$ cat config.mk
export PLATFORM = sky130hd
export DESIGN_NAME = mips_pipe_ctrl
export DESIGN_NICKNAME = d
export VERILOG_FILES = /design/src/rtl/mips_pkg.sv /design/src/rtl/mips_opclass.sv /design/src/rtl/mips_pipe_ctrl.sv
export SDC_FILE = /design/constraint.sdc
export NUM_CORES = 1
export LEC_CHECK = 0
export CORE_MARGIN = 10
export CORE_UTILIZATION = 40
export DETAILED_ROUTE_END_ITERATION = 10
export PLACE_DENSITY_LB_ADDON = 0.2
export SLEW_MARGIN = 25
export SYNTH_ARGS = -nofsm -noshare
export SYNTH_HDL_FRONTEND = slang
export SYNTH_SLANG_ARGS = --single-unit
$ cat constraint.sdc
create_clock -name clk -period 3.8 [get_ports clk]
set_clock_uncertainty 0.15 [all_clocks]
set_input_delay 0.76 -clock clk [delete_from_list [all_inputs] [get_ports clk]]
set_output_delay 0.76 -clock clk [all_outputs]
set_load 0.1 [all_outputs]
$ cat src/rtl/mips_pkg.sv
// Shared opcode, FSM-state and shadow-slot definitions for the MIPS pipeline control.
package mips_pkg;

    localparam int OP_BITS  = 6;
    localparam int REG_BITS = 5;

    localparam logic [OP_BITS-1:0] OP_NO_OP = 6'b000000;
    localparam logic [OP_BITS-1:0] OP_ADD   = 6'b100001;
    localparam logic [OP_BITS-1:0] OP_SUB   = 6'b100010;
    localparam logic [OP_BITS-1:0] OP_AND   = 6'b100100;
    localparam logic [OP_BITS-1:0] OP_OR    = 6'b101000;
    localparam logic [OP_BITS-1:0] OP_SLT   = 6'b110000;
    localparam logic [OP_BITS-1:0] OP_MUL   = 6'b100000;
    localparam logic [OP_BITS-1:0] OP_HLT   = 6'b111111;
    localparam logic [OP_BITS-1:0] OP_LW    = 6'b000011;
    localparam logic [OP_BITS-1:0] OP_SW    = 6'b000110;
    localparam logic [OP_BITS-1:0] OP_ADDI  = 6'b001110;
    localparam logic [OP_BITS-1:0] OP_SUBI  = 6'b001101;
    localparam logic [OP_BITS-1:0] OP_SLTI  = 6'b010000;
    localparam logic [OP_BITS-1:0] OP_BNEQZ = 6'b000111;
    localparam logic [OP_BITS-1:0] OP_BEQZ  = 6'b011110;

    typedef enum logic [1:0] {
        ST_RUN,
        ST_DRAIN,
        ST_HALTED
    } state_t;

    typedef struct packed {
        logic                valid;
        logic                writes;
        logic [REG_BITS-1:0] rd;
        logic                is_hlt;
    } slot_t;

    localparam int    SLOT_W    = $bits(slot_t);
    localparam slot_t SLOT_NONE = '0;

    typedef struct packed {
        logic reads_rs;
        logic reads_rt;
        logic writes_rd;
        logic is_hlt;
    } opclass_t;

endpackage

$ cat src/rtl/mips_opclass.sv
// Opcode decoder: which register fields an instruction reads/writes, and HLT detect.
module mips_opclass
    import mips_pkg::*;
(
    input  logic [OP_BITS-1:0] op,
    output opclass_t           cls
);

    always_comb begin
        cls = '0;
        unique case (op)
            OP_ADD, OP_SUB, OP_AND, OP_OR, OP_SLT, OP_MUL: begin
                cls.reads_rs  = 1'b1;
                cls.reads_rt  = 1'b1;
                cls.writes_rd = 1'b1;
            end
            OP_SW: begin
                cls.reads_rs = 1'b1;
                cls.reads_rt = 1'b1;
            end
            OP_LW, OP_ADDI, OP_SUBI, OP_SLTI: begin
                cls.reads_rs  = 1'b1;
                cls.writes_rd = 1'b1;
            end
            OP_BEQZ, OP_BNEQZ: cls.reads_rs = 1'b1;
            OP_HLT:            cls.is_hlt   = 1'b1;
            default:           cls = '0;
        endcase
    end

endmodule

$ cat src/rtl/mips_pipe_ctrl.sv
// Pipeline interlock controller: shadow EX/MEM/WB tags, RAW stall, branch flush,
// HLT drain/halt sequencing and bring-up counters.
module mips_pipe_ctrl
    import mips_pkg::*;
#(
    parameter int OPW   = 6,
    parameter int RW    = 5,
    parameter int CNT_W = 16
) (
    input  logic             clk,
    input  logic             rst,
    input  logic             id_valid,
    input  logic [31:0]      id_instr,
    input  logic             mem_branch_taken,
    output logic             fetch_en,
    output logic             id_stall,
    output logic             id_flush,
    output logic             halted,
    output logic [CNT_W-1:0] stall_cycles,
    output logic [CNT_W-1:0] retired
);

    state_t   state;
    slot_t    s2, s3, s4;
    opclass_t cls;

    logic [RW-1:0] rd, rs, rt;
    logic          active, flush, hazard, issue;
    slot_t         id_tag;
    logic          unused_bits;

    assign rd = id_instr[25 -: RW];
    assign rs = id_instr[25-RW -: RW];
    assign rt = id_instr[25-2*RW -: RW];
    assign unused_bits = ^id_instr[25-3*RW:0];

    mips_opclass u_opclass (
        .op  (id_instr[31 -: OPW]),
        .cls (cls)
    );

    function automatic logic hits(input slot_t s, input logic [RW-1:0] r);
        return s.valid && s.writes && (s.rd == r);
    endfunction

    // WB is checked too: the register file writes on the same edge ID reads it.
    always_comb begin
        hazard = id_valid &&
                 ((cls.reads_rs && (hits(s2, rs) || hits(s3, rs) || hits(s4, rs))) ||
                  (cls.reads_rt && (hits(s2, rt) || hits(s3, rt) || hits(s4, rt))));
        active = (state != ST_HALTED);
        flush  = active && mem_branch_taken;
        issue  = active && !flush && !hazard && id_valid && (state == ST_RUN);

        id_flush = flush;
        id_stall = active && !flush && hazard;

        id_tag        = SLOT_NONE;
        id_tag.valid  = 1'b1;
        id_tag.writes = cls.writes_rd;
        id_tag.rd     = rd;
        id_tag.is_hlt = cls.is_hlt;
    end

    always_ff @(posedge clk or posedge rst) begin
        if (rst) begin
            s2 <= SLOT_NONE;
            s3 <= SLOT_NONE;
            s4 <= SLOT_NONE;
        end else if (active) begin
            s4 <= s3;
            if (flush) begin
                s3 <= SLOT_NONE;
                s2 <= SLOT_NONE;
            end else begin
                s3 <= s2;
                s2 <= issue ? id_tag : SLOT_NONE;
            end
        end
    end

    always_ff @(posedge clk or posedge rst) begin
        if (rst) begin
            stall_cycles <= '0;
            retired      <= '0;
        end else if (active) begin
            if (id_stall && (stall_cycles != {CNT_W{1'b1}}))
                stall_cycles <= stall_cycles + 1'b1;
            if (s4.valid)
                retired <= retired + 1'b1;
        end
    end

    always_ff @(posedge clk or posedge rst) begin
        if (rst) begin
            state    <= ST_RUN;
            fetch_en <= 1'b1;
            halted   <= 1'b0;
        end else begin
            case (state)
                ST_RUN: begin
                    if (issue && cls.is_hlt) begin
                        state    <= ST_DRAIN;
                        fetch_en <= 1'b0;
                    end
                end
                ST_DRAIN: begin
                    // A taken branch that squashes the HLT in EX restarts fetch.
                    if (flush && s2.valid && s2.is_hlt) begin
                        state    <= ST_RUN;
                        fetch_en <= 1'b1;
                    end else if (s4.valid && s4.is_hlt) begin
                        state  <= ST_HALTED;
                        halted <= 1'b1;
                    end
                end
                ST_HALTED: begin
                    state <= ST_HALTED;
                end
                default: begin
                    state    <= ST_RUN;
                    fetch_en <= 1'b1;
                    halted   <= 1'b0;
                end
            endcase
        end
    end

endmodule

# After elaboration in Yosys (flattened, before gate mapping)
# Index checks and enable logic that the tools add are counted.
[classes]
addsub = 2
bitwise_logic = 2
eq_ne = 29
n_reduce_logical = 40
muxes = 17
[ops]
columns = ["operator", "count"]
rows = [
  ["equality test 6 bit, second input constant", 7],
  ["adder 16 x 1 -> 16 bit, second input constant", 2],
  ["equality test 5 bit", 6],
  ["2-to-1 mux 8 bit", 3],
  ["logical AND 1 bit", 23],
  ["!= test 16 bit, second input constant", 1],
  ["OR reduction 13 bit", 1],
  ["equality test 6 x 3 -> 1 bit, second input constant", 2],
  ["equality test 6 x 4 -> 1 bit, second input constant", 2],
  ["equality test 6 x 5 -> 1 bit, second input constant", 2],
  ["OR reduction 10 bit", 1],
  ["2-to-1 mux 1 bit", 8],
  ["!= test 2 bit, second input constant", 4],
  ["OR reduction 7 bit", 1],
  ["equality test 6 x 2 -> 1 bit, second input constant", 1],
  ["2-to-1 mux 2 bit", 3],
  ["case mux 2 bit (3 select lines)", 1],
  ["AND reduction 2 bit", 3],
  ["AND reduction 3 bit", 2],
  ["logical OR 1 bit", 5],
  ["!= test 3 bit, second input constant", 1],
  ["case mux 1 bit (3 select lines)", 1],
  ["equality test 2 x 1 -> 1 bit, second input constant", 1],
  ["equality test 2 bit, second input constant", 1],
  ["6 further kinds", 8],
]
[word_totals]
output_inout_bits = 36
word_cells = 107
regBits = 60

# Logic depth before layout (Yosys ltp)
# Gate-level depths: netlist (run 1).
[logic_depth]
depth_word = 14
ltp_mapped = 9
ltp_nobuf = 7

# Hierarchy
# From an unflattened synthesis (run 1), not the netlist that was laid out.
[hier_totals]
hier_cells = 336
area_unflattened_um2 = 3231.8
[by_module_without_submodules]
columns = ["mod", "area_per_inst_um2", "cells_each", "instances"]
rows = [
  ["mips_pipe_ctrl", 2996.6, 299, 1],
  ["mips_opclass", 235.2, 37, 1],
]

# Worst setup path before layout (run 1)
# No wires, ideal clock.
[synth_timing]
kind = "in2out"
start = "input port id_instr[27]"
end = "output port id_stall"
setup_slack_ns = -0.323
t_required_ns = 2.890
path_buffers = 2
arrival_ns = 3.213
path_stages = 7
cell_sequence = "buf_2 > or3_1 > a41oi_2 > a21oi_1 > o22a_4 > buf_6 > nor2_1"
[synth_via]
elab_chain_cells = 7
elab_cells_between_ends = 22
cone_classes = "eq/ne (13); mux (2); reduce/logical (7)"
[synth_lines]
columns = ["element", "line_no", "rtl"]
rows = [
  ["start, declared", "mips_pipe_ctrl.sv:13", "input logic [31:0] id_instr,"],
  ["equality test 6 bit, or another cell as far along", "mips_opclass.sv:11", "unique case (op)"],
  ["OR reduction 13 bit (no source line) / OR reduction 7 bit (equally long branches)", "n/a", ""],
  ["2-to-1 mux 1 bit", "mips_opclass.sv:11", ""],
  ["logical AND 1 bit, on equally long branches", "mips_pipe_ctrl.sv:49, mips_pipe_ctrl.sv:50", ""],
  ["logical OR 1 bit *", "mips_pipe_ctrl.sv:49", "((cls.reads_rs && (hits(s2, rs) || hits(s3, rs) || hits(s4, rs))) ||"],
  ["logical AND 1 bit *", "mips_pipe_ctrl.sv:48", "hazard = id_valid &&"],
  ["logical AND 1 bit *", "mips_pipe_ctrl.sv:56", "id_stall = active && !flush && hazard;"],
  ["end, declared", "mips_pipe_ctrl.sv:16", "output logic id_stall,"],
]
# Every way passes the cells marked *; elsewhere a longest branch is shown, timed or not.

# Worst setup path in the final report (run 1)
[layout_timing]
start = "input port id_instr[31]"
end = "output port id_stall"
# The elaborated chain is that of the path after synthesis.

==> results.sh, run 1 <==
export IMPL_area_delta_synth_final_pct=29.2
export IMPL_slowest_delay_ns=0.66
export IMPL_syn_area_mm2=0.00323
export IMPL_hp_class="flop to flop"
export IMPL_path_cells="clkdlybuf4s50_1, inv_2, or4_1, a21oi_1, a21oi_1, o22a_4, nor2_2, buf_12"
export IMPL_drv_cap=0
export IMPL_worst_slew_pin_slew_ns=0.995
export IMPL_ctsHoldBuffers=0
export IMPL_clock_fmax_mhz=273
export IMPL_async_flop_share=1.00
export IMPL_die_y_um=110
export IMPL_rsz0062_at_grt="no"
export IMPL_maxSlewHeadroom=0.334
export IMPL_yosysSeqAreaShare=0.465
export IMPL_dieArea_mm2=0.0121
export IMPL_cts_root_buf="clkbuf_8"
export IMPL_cp_data_arrival_time_ns=2.75
export IMPL_synthCells=333
export IMPL_hold_violations=0
export IMPL_outcome="completed"
export IMPL_cp_common_cell="a21oi_1"
export IMPL_place_gp_congestion=0.862
export IMPL_via_per_inst=5.15
export IMPL_cts_buffers=9
export IMPL_cts_tree="done"
export IMPL_grt_ovfl_total=0
export IMPL_crit_fanout=9
export IMPL_synthesis_nets=371
export IMPL_pwr_density_cell_mw_per_mm2=343
export IMPL_drt_pass1_iter_count=4
export IMPL_drcViolationCount=0
export IMPL_seqPwrFrac=0.491
export IMPL_grt_pass1_vias=2650
export IMPL_post_synth_top_count_cell="nand2_1"
export IMPL_finalSetupViolations=0
export IMPL_fin_crit_sh=0.963
export IMPL_num_rows=32
export IMPL_r2r_setup_slack_ns=1.13
export IMPL_ios=72
export IMPL_cts_clk_slew_worst_paths_ns=0.07
export IMPL_postCtsSetupBuffers=0
export IMPL_ys_ff_latch=60
export IMPL_syn_avg_cell_area_um2=9.70
export IMPL_cts_path_max_buffers=2
export IMPL_ctsResizeCount=0
export IMPL_grt_pass1_wl_um=12900
export IMPL_leakage_nw=1.85
export IMPL_p_clk_frac=0.406
export IMPL_slowest_stage="clkdlybuf4s50_1"
export IMPL_core_area_mm2=0.00781
export IMPL_ys_types=41
export IMPL_yosys_warnings=0
export IMPL_fin_crit_ns=3.66
export IMPL_clock_latency_ns=0.34
export IMPL_clock_sinks=60
export IMPL_cp_start_kind="input port"
export IMPL_drt_initial_drc_count=121
export IMPL_grt_usage=0.133
export IMPL_synth_top_area_cell="dfrtp_1"
export IMPL_vias=2608
export IMPL_finalWirelength_um=7520
export IMPL_die_w_um=110
export IMPL_layout_drive_gt1_share=0.101
export IMPL_swShare=0.269
export IMPL_ir_worst_vdd_v=0.000168
export IMPL_hold_depth=2
export IMPL_diodes=0
export IMPL_grt_max_degree=34
export IMPL_synth_common_cells="nand2_1 (68), dfrtp_1 (59), xor2_1 (41)"
export IMPL_setup_tns_final_ns=0
export IMPL_internal_power_w=0.00105
export IMPL_crit_path_end_kind="primary output"
export IMPL_maxSlewViolCount=0
export IMPL_critPathKind="input port to primary output"
export IMPL_port_buffers=60
export IMPL_antenna_found_initial=0
export IMPL_synthFlopType="dfrtp_1"
export IMPL_hpwl_um=5560
export IMPL_synth_edf_count=0
export IMPL_finalNetCount=437
export IMPL_wl_per_cell_um=14.9
export IMPL_power_switching_w=0.000385
export IMPL_ant_nets=0
export IMPL_cp_required_ns=2.89
export IMPL_combPwrFrac=0.103
export IMPL_htreeDepth=3
export IMPL_ys_top_cells_by_area="dfrtp_1 (46%), xor2_1 (11%), nand2_1 (7.9%), xnor2_1 (4.9%), nand4_1 (2.9%)"
export IMPL_synth_top_cell_area_share=0.457
export IMPL_initial_core_util=0.414
export IMPL_finalPower_w=0.00143
export IMPL_fin_util=0.534
export IMPL_r2r_cells=8
cell type report:
class	instances	area, µm²
repair buffers	70	693
well taps	102	128
clock inverters	7	75.1
flip-flops and latches	60	1500
inverters	4	15.0
multi-input cells	254	1640
fillers	734	3630
clock buffers	9	124
through the flow:
step | setup WS, ns | hold WS (ns) | cells | cell area, µm²
floorplan | 0.139 | 0.289 | 333 | 3230
global placement | 0.177 | 0.301 | 490 | 3970
detailed placement | 0.138 | 0.305 | 490 | 3970
CTS | 0.129 | 0.322 | 506 | 4170
global route | 0.0241 | 0.338 | 506 | 4170
finish | 0.142 | 0.318 | 506 | 4170
kinds of logic after synthesis:
logic type	synth area share
XOR/XNOR	0.160
AO/OA/AOI/OAI	0.0616
AND/OR/NAND/NOR	0.264
multiplexers	0.0105
flip-flops	0.465
adder cells (fa/ha/maj)	0.00774
buffers and inverters	0.0310
critical path: cells and delay by family:
family	cells	cell delay [ns]
compound gates	3	0.43
buf+inv	3	0.91
simple gates	2	0.63
power by group through the flow:
stage / Sequential (W) / Combinational, W / Clock (W)
after floorplan: 0.000707 / 0.0000923 / 0
after global placement: 0.000714 / 0.000146 / 0
after detailed placement: 0.000714 / 0.000148 / 0
after CTS: 0.000702 / 0.000149 / 0.000600
after global routing: 0.000707 / 0.000166 / 0.000635
final: 0.000703 / 0.000147 / 0.000582
metal layers:
metal | wire length [µm] | up-vias | global-route usage
li1 | - | 1279 | -
met1 | 3390 | 1268 | 0.170
met2 | 3520 | 55 | 0.204
met3 | 562 | 6 | 0.0509
met4 | 44 | 0 | 0.0418
met5 | 0 | - | 0
final timing paths:
kind                              startpoint               to
worst min register to register         s4[0]            s4[0]
worst min-delay path                   s4[0]            s4[0]
min in group asynchronous                rst  stall_cycles[2]
max in group asynchronous                rst            s2[4]
worst max register to register         s4[4]  stall_cycles[1]
worst max-delay path            id_instr[31]         id_stall
placed cells by master (no fill, tap or decap), types with 2 or more instances in the layout:
master / n
a21oi_1: 7
a22o_1: 6
and2_1: 3
and3_1: 5
and4_1: 2
buf_12: 2
buf_4: 11
clkbuf_8: 9
clkdlybuf4s50_1: 57
clkinv_2: 2
clkinv_4: 2
dfrtp_1: 59
ha_1: 2
inv_1: 2
inv_2: 2
inv_6: 2
mux2_1: 2
nand2_1: 68
nand2b_1: 4
nand3_1: 12
nand3b_1: 8
nand4_1: 15
nor2_1: 16
nor2b_1: 3
nor3_1: 9
nor4_1: 10
nor4_4: 3
o211ai_1: 2
o21ai_0: 3
o31ai_1: 2
xnor2_1: 18
xor2_1: 41
flip-flops by register name, indices dropped and copies added (netlist names):
register	cells
state	2
retired	16
s2	8
stall_cycles	16
fetch_en	1
s3	8
halted	1
s4	8
Note: power is estimated with default switching activity, not from simulation.
==> inputs of run 2 (changes only) <==
==> constraint.sdc (replaced) <==
create_clock -name clk -period 3.9 [get_ports clk]
set_clock_uncertainty 0.15 [all_clocks]
set_input_delay 0.78 -clock clk [delete_from_list [all_inputs] [get_ports clk]]
set_output_delay 0.78 -clock clk [all_outputs]
set_load 0.1 [all_outputs]
==> run 2 against run 1 <==
Net effect:
- largest cell class unchanged
- non-clock buffer count decreased by 1
- flip-flop and latch count unchanged
- cell count decreased by 0.40%
- utilization decreased by 0.37 points
- sequential power decreased by 3%
- highest routed layer unchanged
- critical path type unchanged
- combinational power decreased by 5%
- sequential share of layout area increased by 0.25 points
- design area decreased by 0.69%
- global-route usage increased by 0.26 points
- first-iteration DRC count decreased by 20%
- routed wire length increased by 1.1%
==> results.sh, run 2 (synthesized netlist as in run 1, its figures left out) <==
export IMPL_holdPathEnd="s4[0]"
export IMPL_area_delta_synth_final_pct=28.3
export IMPL_hold_violations=0
export IMPL_internal_power_w=0.00102
export IMPL_port_buffers=60
export IMPL_fin_crit_ns=3.71
export IMPL_setup_tns_final_ns=0
export IMPL_ctsResizeCount=0
export IMPL_drt_initial_drc_count=97
export IMPL_cp_required_ns=2.97
export IMPL_slowest_stage="clkdlybuf4s50_1"
export IMPL_hold_depth=2
export IMPL_die_w_um=110
export IMPL_slowest_delay_ns=0.66
export IMPL_ir_worst_vdd_v=0.000169
export IMPL_via_per_inst=5.09
export IMPL_cp_start_kind="input port"
export IMPL_clock_latency_ns=0.34
export IMPL_grt_pass1_vias=2621
export IMPL_layout_drive_gt1_share=0.0970
export IMPL_place_area_mm2=0.00395
export IMPL_antenna_found_initial=0
export IMPL_holdWs_ns=0.326
export IMPL_r2r_setup_slack_ns=1.23
export IMPL_power_switching_w=0.000354
export IMPL_finalWirelength_um=7590
export IMPL_cts_root_buf="clkbuf_8"
export IMPL_crit_fanout=10
export IMPL_maxSlewViolCount=0
export IMPL_drcViolationCount=0
export IMPL_critPathKind="input port to primary output"
export IMPL_num_rows=32
export IMPL_place_gp_congestion=0.867
export IMPL_maxSlewHeadroom=0.330
export IMPL_final_cell_mix="nand2_1 (68), dfrtp_1 (59), clkdlybuf4s50_1 (57)"
export IMPL_postCtsSetupBuffers=0
export IMPL_final_area_mm2=0.00414
export IMPL_die_y_um=110
export IMPL_crit_family="buffers and inverters"
export IMPL_core_area_mm2=0.00781
export IMPL_critPathBufInv=2
export IMPL_grt_max_degree=32
export IMPL_seqPwrFrac=0.497
export IMPL_r2r_end="stall_cycles[1]"
export IMPL_grt_ovfl_total=0
export IMPL_r2r_start="s4[4]"
export IMPL_crit_path_end_kind="primary output"
export IMPL_worst_slew_pin_slew_ns=1.00
export IMPL_combPwrFrac=0.102
export IMPL_ctsHoldBuffers=0
export IMPL_grt_usage=0.136
export IMPL_swShare=0.257
export IMPL_fin_crit_sh=0.952
export IMPL_p_clk_frac=0.401
export IMPL_wl_per_cell_um=15.1
export IMPL_diodes=0
export IMPL_fin_util=0.531
export IMPL_finalSetupViolations=0
export IMPL_rsz0062_at_grt="no"
export IMPL_htreeDepth=3
export IMPL_leakage_nw=1.84
export IMPL_ant_nets=0
export IMPL_pwr_density_cell_mw_per_mm2=333
export IMPL_dieArea_mm2=0.0121
export IMPL_clock_fmax_mhz=269
export IMPL_cp_data_arrival_time_ns=2.78
export IMPL_grt_pass1_wl_um=13000
export IMPL_cts_buffers=9
export IMPL_hpwl_um=5660
export IMPL_finalNetCount=436
export IMPL_final_common_cell="nand2_1"
export IMPL_r2r_cells=8
export IMPL_cts_tree="done"
export IMPL_clock_sinks=60
export IMPL_path_cells="clkdlybuf4s50_1, nand3_2, or3_1, a41oi_2, a21oi_1, o22a_4, nor2_2, buf_12"
export IMPL_initial_core_util=0.414
export IMPL_cts_clk_slew_worst_paths_ns=0.07
export IMPL_ios=72
export IMPL_hp_class="flop to flop"
export IMPL_vias=2563
export IMPL_min_from="s4[0]"
export IMPL_drv_cap=0
export IMPL_outcome="completed"
export IMPL_cts_path_max_buffers=2
export IMPL_largestRegisters="retired: 16 flops, stall_cycles: 16 flops"
export IMPL_fill_cells=753
export IMPL_drt_pass1_iter_count=4
## run 2: final cells by class
type	instances	area (µm²)	area share
clock inverters	5	52.6	0.0127
clock buffers	10	138	0.0332
inverters	4	15.0	0.00362
flip-flops and latches	60	1500	0.363
well taps	102	128	0.0308
repair buffers	69	673	0.162
multi-input cells	254	1640	0.395
## run 2: layer usage
| metal | global-route usage | vias up | wire length, µm |
|---|---|---|---|
| li1 | - | 1275 | - |
| met1 | 0.173 | 1219 | 3440 |
| met2 | 0.206 | 63 | 3510 |
| met3 | 0.0556 | 6 | 577 |
| met4 | 0.0428 | 0 | 65 |
| met5 | 0 | - | 0 |
## run 2: worst register-to-register path, delay by kind of cell (launching register included)
family / cells / cell delay (ns)
and+or+nand+nor: 4 / 1.05
DFF: 1 / 0.41
muxes: 1 / 0.36
xor gates and xnor gates: 1 / 0.17
buffers and inverters: 1 / 0.21
AOI/OAI and AO/OA: 1 / 0.20
## run 2: metrics by stage
stage | setup slack (ns) | total power [W] | cells
6_report | 0.185 | 0.00138 | 504
5_1_grt | 0.0950 | 0.00145 | 504
4_1_cts | 0.190 | 0.00139 | 504
3_5_place_dp | 0.196 | 0.000839 | 489
3_3_place_gp | 0.198 | 0.000835 | 489
2_1_floorplan | 0.199 | 0.000779 | 333
## run 2: power by group through the flow
stage / combinational (W) / sequential [W] / clock (W)
detailed placement: 0.000142 / 0.000696 / 0
CTS: 0.000143 / 0.000685 / 0.000566
global placement: 0.000140 / 0.000695 / 0
finish: 0.000140 / 0.000685 / 0.000553
floorplan: 0.0000899 / 0.000689 / 0
global route: 0.000161 / 0.000689 / 0.000596
## run 2: worst max path at each step
| stage | from | endpoint | slack [ns] | depth (start not counted) |
|---|---|---|---|---|
| final | id_instr[28] | id_stall | 0.19 | 8 |
| after global routing | id_instr[14] | id_stall | 0.09 | 8 |
| after CTS | id_instr[28] | id_stall | 0.19 | 8 |
| after detailed placement | id_instr[28] | id_stall | 0.20 | 8 |
| after global placement | id_instr[28] | id_stall | 0.20 | 8 |
| after floorplan | id_instr[27] | id_stall | 0.20 | 7 |
==> variant 1 (settings of run 2) <==
Encoding of `state_t`: now one-hot (3 bits for 3 states).
--- a/src/rtl/mips_pkg.sv
+++ b/src/rtl/mips_pkg.sv
@@ -22,6 +22,6 @@
 
-    typedef enum logic [1:0] {
-        ST_RUN,
-        ST_DRAIN,
-        ST_HALTED
+    typedef enum logic [2:0] {
+        ST_RUN    = 3'b001,
+        ST_DRAIN  = 3'b010,
+        ST_HALTED = 3'b100
     } state_t;
Behaviour: no difference found for any inputs over 10 cycles, from zero or initial values and one cycle with rst high; not proved beyond that.
==> variant 1 against run 2 <==
Final area grew 1.9%. Sequential cell count grew 1. First-iteration DRC count shrank 35%. Area after synthesis grew 1.7%. Largest cell class unchanged. Count of clock-buffer cells in the layout is the same. Worst setup slack lost 0.050 ns. Die area grew 1.4%. Final cell count grew 0.99%. Wire length shrank 2.1%. Critical path depth is the same. Critical endpoint unchanged.
Power is not compared: it rests on default switching activity, and its combinational part moved more than twofold at a synthesized area within 25%.
==> variant 1: results (changes against run 2) <==
| Metric | Value |
|---|---|
| GP Congestion | 0.814 (was 0.867) |
| Synth top cells by count | 63 x nand2_1, 59 x dfrtp_1, 40 x xor2_1 (was 68 x nand2_1, 59 x dfrtp_1, 41 x xor2_1) |
| CTS H-Tree Depth | 3 (unchanged) |
| 1st-iter DRT viols | 63 (was 97) |
| Run status | complete, no violations (unchanged) |
| Root Driver | clkbuf_8 (unchanged) |
| Slew @ Worst Pin | 0.991 ns (was 1.00 ns) |
| Worst EP arrival | 2.83 ns (was 2.78 ns) |
| Avg WL per Cell | 14.6 um (was 15.1 um) |
| Final-layout fill cell count | 744 (was 753) |
| Pin count of the biggest net entering global routing | 54 (was 32) |
| Synth unique cells | 45 (was 41) |
| VDD IR-drop max | 0.211 mV |
| Final #Nets | 440 (was 436) |
| Syn Nets | 373 (was 371) |
| CP max FO | 3 (was 10) |
| Sequential area share after synthesis | 46.5% (about the same) |
| Total GRT Usage | 12.4% (was 13.6%) |
| Vias | 2,577 (was 2,563) |
| Global-route wire length before repair | 13,000 um (about the same) |
| Port bufs | 60 (unchanged) |
| DP HPWL | 5550 um (was 5660 um) |
| Layout cell share with drive strength beyond 1 | 11.1% (was 9.70%) |
| Vias in the first global route | 2,683 (was 2,621) |
| Synth area leaders | dfrtp_1 45%, xor2_1 11%, nand2_1 7.2%, xnor2_1 4.8%, nand4_1 3.0% (was dfrtp_1 46%, xor2_1 11%, nand2_1 7.9%, xnor2_1 4.9%, nand4_1 2.9%) |
-- variant 1: changes by cell type after synthesis, moves of 3 or more --
cell,delta
nor4_1,-4
nor4_4,-3
nor4_2,+5
nand2_1,-5
nor2_1,+3
nor4b_2,+3
-- variant 1: final timing paths --
check	slack, ns	to	startpoint	cells past startpoint
max	0.14	id_stall	id_instr[18]	8
min	0.32	s4[0]	s4[0]	2
max reg2reg	1.23	stall_cycles[1]	s4[3]	8
min reg2reg	0.32	s4[0]	s4[0]	2
max in group asynchronous	2.25	stall_cycles[15]	rst	3
min in group asynchronous	0.75	retired[12]	rst	2
-- variant 1: power breakdown --
part	internal (mW)	leakage [nW]	switching [mW]
Sequential	0.667	0.830	0.0441
Combinational	0.113	0.955	0.274
Clock	0.310	0.0943	0.248
-- variant 1: worst max-delay path, cell delays in order --
cell and delay [ns]:
clkdlybuf4s50_1 0.49, xor2_1 0.19, nor4_1 0.37, nand4_1 0.14, and3_1 0.24, o22a_4 0.24, nor2_2 0.17, buf_12 0.20
-- variant 1: per-stage QoR --
stage	setup WS (ns)	hold slack (ns)	total power, mW	std cells	instance area, um2
final	0.135	0.319	1.66	509	4220
after global routing	0.00116	0.345	1.73	509	4220
after CTS	0.119	0.322	1.68	509	4220
after detailed placement	0.132	0.306	1.11	493	4020
after global placement	0.157	0.301	1.11	493	4020
after floorplan	0.143	0.289	0.995	335	3290
-- variant 1: cell type report --
type                    count  area, um2  area share, %
flip-flops and latches     61       1530           36.2
inverters                   2       10.0          0.237
multi-input cells         259       1680           39.8
repair buffers             69        673           15.9
clock buffers              10        138           3.26
well taps                 102        128           3.02
clock inverters             6       62.6           1.48
-- variant 1: cell families after synthesis --
logic type,synth area share (%)
compound gates,6.25
xor+xnor,15.5
fa+ha+maj,1.07
buf+inv,2.36
flops,46.5
mux,1.37
simple gates,27.0
-- variant 1: per-layer routing --
metal,share of wire [%],vias up,GRT usage [%]
met1,46,1224,15.4
li1,-,1299,-
met3,6.4,8,4.54
met2,46,46,19.9
met4,0.79,0,3.37
met5,0,-,0
==> variant 2 (flow settings as in run 2) <==
Without the edit above. Set the parameter `CNT_W` to 12 (it was 16).
--- a/src/rtl/mips_pipe_ctrl.sv
+++ b/src/rtl/mips_pipe_ctrl.sv
@@ -7,3 +7,3 @@
     parameter int RW    = 5,
-    parameter int CNT_W = 16
+    parameter int CNT_W = 12
 ) (
Ports: changed (resized retired and stall_cycles); port bits go from 72 to 64. The function was not compared with the original's and may differ.
==> variant 2 against run 2 <==
Synthesized cell count shrank 13%. Register-to-register slack gained 0.09 ns. Sequential cell count shrank 8. Sequential power shrank 12%. Final area shrank 14%. Total power shrank 20%. Worst hold slack lost 0.0067 ns. Worst setup slack is essentially flat. Sequential share of layout area grew 0.46 points. Count of clock-buffer cells in the layout shrank 4. Area after synthesis shrank 12%. Wire length shrank 19%.
==> variant 2: results (changes against run 2) <==
| Metric | Value |
|---|---|
| Cell area power density | 312 nW/um2 (was 333 nW/um2) |
| RR Startpoint | s2[4] (was s4[4]) |
| #MultiIn Comb | 221 (was 254) |
| Non-clock buffer count | 55 (was 69) |
| GP Congestion | 0.803 (was 0.867) |
| Mux share of post-synthesis cell area | 0.790% (was 1.05%) |
| Vias | 2,193 (was 2,563) |
| Adder-cell share of the synthesized area | 1.23% (was 0.775%) |
| Seq cells post-synth | 52 (was 60) |
| Pin count of the biggest net entering global routing | 53 (was 32) |
| Reg2Reg Setup Slack | 1.32 ns (was 1.23 ns) |
| CTS H-Tree Depth | 2 (was 3) |
| Setup Slack @ Placement | 0.186 ns (was 0.196 ns) |
| Met3 WL | 276 um (was 577 um) |
| Reg clk slew, reported paths | 0.10 ns (was 0.07 ns) |
| HP Start | retired[11] (was s4[0]) |
| Hold Path End | retired[11] (was s4[0]) |
| Total GRT Usage | 11.4% (was 13.6%) |
| Sequential share of cell area | 36.7% (was 36.3%) |
| Synth top cells by count | 51 x dfrtp_1, 48 x nand2_1, 38 x xor2_1 (was 68 x nand2_1, 59 x dfrtp_1, 41 x xor2_1) |
| Signal inverters | 5 (was 4) |
| Multi-input logic portion of the cell area | 40.6% (was 39.5%) |
| Synth unique cells | 44 (was 41) |
| Final-layout fill cell count | 653 (was 753) |
| Hold path depth | 1 (was 2) |
| Critical Path Source | id_instr[26] (was id_instr[28]) |
| Port bufs | 52 (was 60) |
| Crit-path max cell delay | 0.61 ns (was 0.66 ns) |
| Global-route wire length before repair | 10,700 um (was 13,000 um) |
| Clk. pwr | 0.374 mW (was 0.553 mW) |
| CLK BUF | 6 (was 10) |
| Clk_lat worst skew | 0.30 ns (was 0.34 ns) |
| CTS Buf Count | 5 (was 9) |
| Compound-Gate Fraction of Synth Area | 7.68% (was 6.16%) |
| Non-clk buf share | 15.5% (was 16.2%) |
| Sequential area share after synthesis | 45.7% (was 46.5%) |
| Run status | complete, no violations (unchanged) |
| Gate power share | 12.1% (was 10.2%) |
| VDD IR-drop max | 0.203 mV (was 0.169 mV) |
-- variant 2: cell types whose count changed in the layout (fill, tap and decap cells not counted), moves of 4 or more --
cell | run 2 | this run
nand2_1 | 68 | 48
dfrtp_1 | 59 | 51
nand3b_1 | 8 | 0
buf_4 | 11 | 4
clkdlybuf4s50_1 | 57 | 50
nand2b_1 | 4 | 11
o21ai_0 | 3 | 10
clkbuf_8 | 10 | 5
a21oi_1 | 7 | 3
nor2_1 | 16 | 12
nor4_1 | 10 | 6
xnor2_1 | 18 | 14
-- variant 2: metal layers --
layer,GRT usage (%),vias up
met3,3.10,6
met1,14.5,1047
met2,18.4,37
met5,0,-
met4,3.18,0
li1,-,1103
-- variant 2: per-stage QoR --
stage | hold WS [ns] | util [%] | instance area, um2
2_1_floorplan | 0.289 | - | 2850
3_3_place_gp | 0.304 | 49.9 | 3430
3_5_place_dp | 0.315 | 50.0 | 3440
4_1_cts | 0.329 | 51.6 | 3550
5_1_grt | 0.346 | 51.6 | 3550
6_report | 0.320 | 51.6 | 3550
